==> src/rtl/decode_pkg.sv <==
// Shared types and field-offset helpers for the instruction decode/sequencer.
// Instruction layout, LSB first: dest PE, register start address, length.
package decode_pkg;

  localparam int DEF_PE_W    = 2;
  localparam int DEF_ADDR_W  = 3;
  localparam int DEF_LEN_W   = 3;
  localparam int FIELD_MAX_W = 16;

  typedef enum logic {
    IDLE = 1'b0,
    SEND = 1'b1
  } state_t;

  // Fields are zero-extended to a common width so one struct serves every parameterisation.
  typedef struct packed {
    logic [FIELD_MAX_W-1:0] len;
    logic [FIELD_MAX_W-1:0] addr;
    logic [FIELD_MAX_W-1:0] pe;
  } inst_fields_t;

  function automatic int pe_lsb();
    return 0;
  endfunction

  function automatic int addr_lsb(input int pe_w);
    return pe_w;
  endfunction

  function automatic int len_lsb(input int pe_w, input int addr_w);
    return pe_w + addr_w;
  endfunction

endpackage

==> src/rtl/inst_fields.sv <==
// Pure combinational split of an instruction word into pe, addr and len.
module inst_fields
  import decode_pkg::*;
#(
  parameter int PE_W   = DEF_PE_W,
  parameter int ADDR_W = DEF_ADDR_W,
  parameter int LEN_W  = DEF_LEN_W
) (
  input  logic [PE_W+ADDR_W+LEN_W-1:0] bits,
  output inst_fields_t                 fields
);

  localparam int PE_LSB   = pe_lsb();
  localparam int ADDR_LSB = addr_lsb(PE_W);
  localparam int LEN_LSB  = len_lsb(PE_W, ADDR_W);

  always_comb begin
    fields                   = '0;
    fields.pe[PE_W-1:0]      = bits[PE_LSB +: PE_W];
    fields.addr[ADDR_W-1:0]  = bits[ADDR_LSB +: ADDR_W];
    fields.len[LEN_W-1:0]    = bits[LEN_LSB +: LEN_W];
  end

endmodule

==> src/rtl/decode_seq.sv <==
// Decodes {len, addr, pe} instructions into len beats at consecutive wrapped
// addresses; zero-length instructions are dropped and counted (saturating).
module decode_seq
  import decode_pkg::*;
#(
  parameter int PE_W   = 2,
  parameter int ADDR_W = 3,
  parameter int LEN_W  = 3,
  parameter int CNT_W  = 8,
  localparam int INST_W = PE_W + ADDR_W + LEN_W
) (
  input  logic              clock,
  input  logic              reset,
  input  logic              io_din_input_valid,
  output logic              io_din_input_ready,
  input  logic [INST_W-1:0] io_din_input_bits,
  output logic              io_dout_valid,
  input  logic              io_dout_ready,
  output logic [PE_W-1:0]   io_dout_dest_pe,
  output logic [ADDR_W-1:0] io_dout_reg_addr,
  output logic              io_dout_last,
  output logic [CNT_W-1:0]  io_drop_cnt
);

  // Handshakes: a beat/instruction transfers on a rising edge where valid and
  // ready are both 1; valid never waits on ready, ready may depend on valid's peer.

  inst_fields_t fields;
  logic [PE_W-1:0]   in_pe;
  logic [ADDR_W-1:0] in_addr;
  logic [LEN_W-1:0]  in_len;
  logic              unused_field_bits;

  inst_fields #(.PE_W(PE_W), .ADDR_W(ADDR_W), .LEN_W(LEN_W)) u_fields (
    .bits   (io_din_input_bits),
    .fields (fields)
  );

  assign in_pe   = fields.pe[PE_W-1:0];
  assign in_addr = fields.addr[ADDR_W-1:0];
  assign in_len  = fields.len[LEN_W-1:0];
  assign unused_field_bits = ^{fields.pe[FIELD_MAX_W-1:PE_W],
                               fields.addr[FIELD_MAX_W-1:ADDR_W],
                               fields.len[FIELD_MAX_W-1:LEN_W]};

  state_t            state_q, state_d;
  logic [PE_W-1:0]   pe_q, pe_d;
  logic [ADDR_W-1:0] addr_q, addr_d;
  logic [LEN_W-1:0]  rem_q, rem_d;
  logic [CNT_W-1:0]  drop_q, drop_d;
  logic              last_beat, out_hs, in_hs;

  always_ff @(posedge clock) begin
    if (reset) begin
      state_q <= IDLE;
      pe_q    <= '0;
      addr_q  <= '0;
      rem_q   <= '0;
      drop_q  <= '0;
    end else begin
      state_q <= state_d;
      pe_q    <= pe_d;
      addr_q  <= addr_d;
      rem_q   <= rem_d;
      drop_q  <= drop_d;
    end
  end

  always_comb begin
    state_d   = state_q;
    pe_d      = pe_q;
    addr_d    = addr_q;
    rem_d     = rem_q;
    drop_d    = drop_q;
    last_beat = (state_q == SEND) && (rem_q == LEN_W'(1));
    out_hs    = (state_q == SEND) && io_dout_ready;
    // Accepting on the last-beat handshake lets the next burst follow with no bubble.
    io_din_input_ready = (state_q == IDLE) || (out_hs && last_beat);
    in_hs     = io_din_input_valid && io_din_input_ready;

    if (out_hs) begin
      addr_d = addr_q + ADDR_W'(1);
      rem_d  = rem_q - LEN_W'(1);
      if (last_beat) state_d = IDLE;
    end

    if (in_hs) begin
      if (in_len != '0) begin
        pe_d    = in_pe;
        addr_d  = in_addr;
        rem_d   = in_len;
        state_d = SEND;
      end else begin
        if (drop_q != '1) drop_d = drop_q + CNT_W'(1);
        state_d = IDLE;
      end
    end
  end

  assign io_dout_valid    = (state_q == SEND);
  assign io_dout_dest_pe  = pe_q;
  assign io_dout_reg_addr = addr_q;
  assign io_dout_last     = last_beat;
  assign io_drop_cnt      = drop_q;

endmodule

==> config.mk <==
export PLATFORM = sky130hd
export DESIGN_NAME = decode_seq
export DESIGN_NICKNAME = d
export VERILOG_FILES = /design/src/rtl/decode_pkg.sv /design/src/rtl/inst_fields.sv /design/src/rtl/decode_seq.sv
export SDC_FILE = /design/constraint.sdc
export NUM_CORES = 1
export LEC_CHECK = 0
export CAP_MARGIN = 20
export CORE_MARGIN = 2
export CORE_UTILIZATION = 50
export CTS_BUF_LIST = sky130_fd_sc_hd__clkbuf_16
export DETAILED_ROUTE_END_ITERATION = 12
export PLACE_DENSITY = 0.89
export SLEW_MARGIN = 20
export SYNTH_ARGS = -nofsm -noshare
export SYNTH_HDL_FRONTEND = slang
export SYNTH_HIERARCHICAL = 1
export SYNTH_SLANG_ARGS = --single-unit
==> constraint.sdc <==
create_clock -name clock -period 2.74 [get_ports clock]
set_input_delay 0.685 -clock clock [delete_from_list [all_inputs] [get_ports clock]]
set_output_delay 0.685 -clock clock [all_outputs]
set_load 0.02 [all_outputs]
### Word level (Yosys, flattened, before mapping)

Index checks and enable logic that the tools add are counted.

| storage, ports and cells | value |
|---|---|
| flip-flop bits (word level) | 17 |
| latch bits | 0 |
| bits in writable memories | 0 |
| bits in read-only memories | 0 |
| input bits | 12 |
| output and inout bits | 16 |
| logic and storage cells | 33 |
| memories | 0 |

| operators by class | value |
|---|---|
| add/subtract/negate cells | 3 |
| multipliers | 0 |
| divide/modulo/power cells | 0 |
| order comparisons | 0 |
| eq/ne operators | 2 |
| shift operators | 0 |
| multiplexer cells | 10 |
| bitwise gates (word level) | 2 |
| reductions and logical operators | 11 |

Operator list:

| kind | number |
|---|---|
| $mux W3 | 6 |
| $add A8 B1 Y8 const B | 1 |
| $ne A8 B8 Y1 const B | 1 |
| $logic_and A1 B1 Y1 | 4 |
| $mux W1 | 4 |
| $reduce_and A2 Y1 | 2 |
| $reduce_bool A2 Y1 | 2 |
| $add A3 B1 Y3 const B | 1 |
| $eq A3 B1 Y1 const B | 1 |
| $reduce_and A3 Y1 | 1 |
| $reduce_bool A3 Y1 | 1 |
| $sub A3 B1 Y3 const B | 1 |
| $not A1 Y1 | 2 |
| $logic_or A1 B1 Y1 | 1 |

### Depth between registers and ports, before layout

| logic depth | value |
|---|---|
| word-level depth | 7 |
| mapped depth | 7 |
| mapped depth without buffers | 6 |

### Hierarchy

Netlist, hierarchy kept.

Modules (own cells, without submodules):

| module | times used | cells an instance | area each (µm²) | seq. area each (µm²) |
|---|---|---|---|---|
| decode_seq | 1 | 97 | 874.6 | 340.3 |
| inst_fields | 1 | 49 | 364.1 | 0.0 |

### Worst setup path before layout

Ideal clock, no wire load.

| timing | value |
|---|---|
| path type | input-to-reg |
| start | input port io_din_input_bits[5] |
| end | register drop_q[4] (netlist: io_drop_cnt[4]) |
| setup time | 0.121 ns |
| data arrival time | 2.213 ns |
| data required time | 2.619 ns |
| setup slack | 0.406 ns |
| cell stages on the path | 6 |
| path buffers | 2 |
| cell sequence | buf_4 -> or3_1 -> a211o_1 -> buf_6 -> nor4b_1 -> mux2_2 |

| on the way | value |
|---|---|
| word-level cells in the longest chain between the ends | 3 |

RTL lines:

| element | line | source |
|---|---|---|
| from (decl) | decode_seq.sv:16 | `input logic [INST_W-1:0] io_din_input_bits,` |
| $reduce_bool A3 Y1 | decode_seq.sv:88 | `if (in_len != '0) begin` |
| $not A1 Y1 (no line) | -- |  |
| $reduce_and A3 Y1 (no line) | -- |  |
| to (signal assigned) | decode_seq.sv:65 | `drop_q <= drop_d;` |
| to (decl) | decode_seq.sv:50 | `logic [CNT_W-1:0] drop_q, drop_d;` |

No other way between the ends.
A chain may end at the register's enable or synchronous reset.

### Worst setup path in the final report

| timing | value |
|---|---|
| start | input port io_dout_ready |
| end | output port io_din_input_ready |

| on the way | value |
|---|---|
| word-level cells in the longest chain between the ends | 3 |

RTL lines:

| element | line | source |
|---|---|---|
| from (decl) | decode_seq.sv:18 | `input logic io_dout_ready,` |
| $logic_and A1 B1 Y1 | decode_seq.sv:76 | `out_hs = (state_q == SEND) && io_dout_ready;` |
| $logic_and A1 B1 Y1 | decode_seq.sv:78 | `io_din_input_ready = (state_q == IDLE) \|\| (out_hs && last_beat);` |
| $logic_or A1 B1 Y1 | decode_seq.sv:78 |  |
| to (decl) | decode_seq.sv:15 | `output logic io_din_input_ready,` |

No other way between the ends.

==> summary.md <==
| Metric | Value |
|---|---|
| Crit-path max FO | 2 |
| Mapped Area | 935 um^2 |
| Least-Margin Pin Slew | about 690 ps |
| Routed wire length | 2250 um |
| Slew headroom | ~54% |
| Routed vias | between 800 and 900 |
| Worst r2r src | rem_q[1]$_SDFF_PP0_ |
| Layout Utilization | a little under three quarters |
| PnR Total Power | 0.681 mW |
| Final hold vios | 0 |
| GR Layer Usage met2 | roughly 40% |
| Mapped Nets | approximately 120 |
| I/O pins | 28 |
| Nets | roughly 140 |
| Outcome | complete, no violations |
| Clock Pin Slew Worst Setup and Hold Paths | 50 ps |
| GRT busiest layer | met2 |
| DP Worst Slack | -17.2 ps |
| Die Y | 47.2 um |
| CP Class | in -> out |
| Highest Clock Rate | 0.374 GHz |
| Total gr overflow | 0 |
| Sequential Area | 340 um^2 |
| Peak VDD IR | between 400 and 500 uV |
| RSZ-0062 raised after global routing | false |
| Post-CTS Hold Buffers | 0 |
| WL/cell | roughly 15 um |
| Fillcell total | ~130 |
| Crit path launch | io_dout_ready |
| Wire length of the first global-routing pass | 3520 um |
| Syn Area/Cell | 8.90 um^2 |
| Power per cell area | 545 mW/mm^2 |
| Min cycle time layout | 2670 ps |
| Vias in the first global route | roughly 830 |
| YS warnings | 6 |
| CTS buffer count | 3 |
| Leakage power | 0.468 nW |
| DP Wirelength | 1610 um |
| Pin count of the biggest net entering global routing | 22 |
| Root buf cell | clkbuf_16 |
| Clock Tree Buf Depth | 2 |
| Slew Limit Fails | 0 |
| Crit path cell chain | clkdlybuf4s50_1 > nand3b_1 > nand2_1 > clkdlybuf4s50_1 |
| Endpoints failing setup | 0 |
| Crit path capture | io_din_input_ready |
| Drt first pass iters | 4 |
| Clk Latency, worst-skew pair | 250 ps |
| FF-to-FF path depth | 7 |
| Post-CTS sizing | 0 |
| DRC viols | 0 |
| Multi-input combinational cell area | between 400 and 500 um^2 |
| Placer Congestion | 0.770 |
| Worst R2R Setup Slack | 580 ps |
| Crit-path slowest cell | clkdlybuf4s50_1 |
| CP arrival | slightly below 2000 ps |
| Placed insts | 148 |
| CP max stage delay | 610 ps |
| GR met1 Demand/Resource | between 20 and 30% |
| Crit path required time | a little over 2000 ps |
| Overall routing resource usage | 22.6% |
| CTS sink count | 17 |
| Core Footprint | approximately 0.0017 mm^2 |
| MaxCap Viol Count | 0 |
| RR Endpoint | io_drop_cnt[4]$_SDFFE_PP0P_ |
| Detail Route Antenna Nets | 0 |
| Antenna cells | 0 |
| Final period util | between 90% and 100% |
| IO Port Bufs | 27 |
| CTS tree | yes |
| Area Overhead vs Synth | 33.7% |
| Final Skew | 0.965 ps |
| GR Util met3 | 4.23% |
| Vias/cell | around 5.7 |
| H-tree levels | 1 |
| Hold/Removal Path Class | reg -> reg |
| Non-filler cells, final | between 150 and 200 |
| Worst setup EP type | output pin |
| Die span in x | 47.2 um |
| FP Rows | 15 |
| Share of cells above drive strength 1 | 7.87% |
| 1st-iter DRT viols | 30 |
| Worst setup SP type | input port |
| Initial Util | between 50% and 60% |
| Initial antenna violation count | 0 |
| Syn Inst Count | roughly 110 |
| DIE AREA | 0.00223 mm^2 |
| Crit-path most repeated cell | clkdlybuf4s50_1 |
| Post CTS Setup Buffer Count | 0 |
| Min setup slack post-route | 67.7 ps |
==> registers in the layout, indices dropped and copies added, names as in the netlist <==
| register | count |
|---|---|
| io_drop_cnt | 8 |
| io_dout_reg_addr | 3 |
| rem_q | 3 |
| io_dout_dest_pe | 2 |
| io_dout_valid | 1 |
==> worst min-delay path by stage <==
stage               cells after the start                         endpoint                            start  slack [ps]
global placement                        2  io_dout_dest_pe[0]$_SDFFE_PP0P_  io_dout_dest_pe[0]$_SDFFE_PP0P_         480
global route                            2      io_drop_cnt[6]$_SDFFE_PP0P_      io_drop_cnt[6]$_SDFFE_PP0P_         520
floorplan                               2      io_drop_cnt[6]$_SDFFE_PP0P_      io_drop_cnt[6]$_SDFFE_PP0P_         560
detailed placement                      2   io_dout_reg_addr[1]$_SDFF_PP0_   io_dout_reg_addr[1]$_SDFF_PP0_         500
finish                                  2   io_dout_reg_addr[1]$_SDFF_PP0_   io_dout_reg_addr[1]$_SDFF_PP0_         510
CTS                                     2   io_dout_reg_addr[1]$_SDFF_PP0_   io_dout_reg_addr[1]$_SDFF_PP0_         510
==> placed cells by master (no fill, tap or decap) <==
| master | n |
|---|---|
| xnor2_1 | 2 |
| a31oi_1 | 1 |
| clkdlybuf4s50_1 | 27 |
| a211o_1 | 2 |
| o41ai_1 | 2 |
| o21bai_1 | 1 |
| nand3b_1 | 1 |
| nor3_1 | 1 |
| buf_4 | 4 |
| clkbuf_16 | 3 |
| nor4_1 | 2 |
| xor2_1 | 2 |
| a311oi_1 | 2 |
| nor2b_1 | 2 |
| a21oi_1 | 5 |
| nand3_1 | 6 |
| mux2_2 | 2 |
| or4_1 | 3 |
| dfxtp_1 | 17 |
| or3_1 | 1 |
| nor4b_1 | 1 |
| nor2_1 | 12 |
| nand2_1 | 5 |
| nand4_1 | 1 |
| ha_1 | 4 |
| inv_1 | 3 |
| a22oi_1 | 3 |
| o31ai_1 | 1 |
| mux2i_1 | 4 |
| nand2b_1 | 3 |
| and3b_1 | 1 |
| clkinv_2 | 1 |
| a211oi_1 | 2 |
==> metrics by stage <==
stage	TNS, ps	cell area (um^2)	hold slack, ps
6_report	0	1250	512
5_1_grt	0	1250	521
4_1_cts	0	1250	513
3_5_place_dp	-17.2	1170	504
3_3_place_gp	0	1170	483
2_1_floorplan	0	935	557
==> per-layer routing <==
metal  vias to the layer above  routed length, um
li1                        420                  -
met1                       397                965
met2                        41               1100
met3                         7                131
met4                         0                 44
met5                         -                  0
==> layout make-up <==
cell class,instances,area share [%]
Multi-Input combinational cell,72,38.9
Clock buffer,3,6.01
Timing Repair Buffer,31,24.0
Clock inverter,1,0.400
Tap cell,25,2.50
Inverter,3,0.901
Sequential cell,17,27.2
==> power by group <==
group	internal [mW]	total [mW]	leakage [nW]	switching [mW]
registers	0.261	0.273	0.139	0.0125
clock network	0.195	0.292	0.0409	0.0965
logic	0.0588	0.116	0.288	0.0571
total	0.515	0.681	0.468	0.166
==> critical path: cells and delay by family <==
| family | cells | cell delay (ps) |
|---|---|---|
| buffers and inverters | 2 | 1090 |
| AND/OR/NAND/NOR | 2 | 220 |
Note: power is estimated with default switching activity, not from simulation.
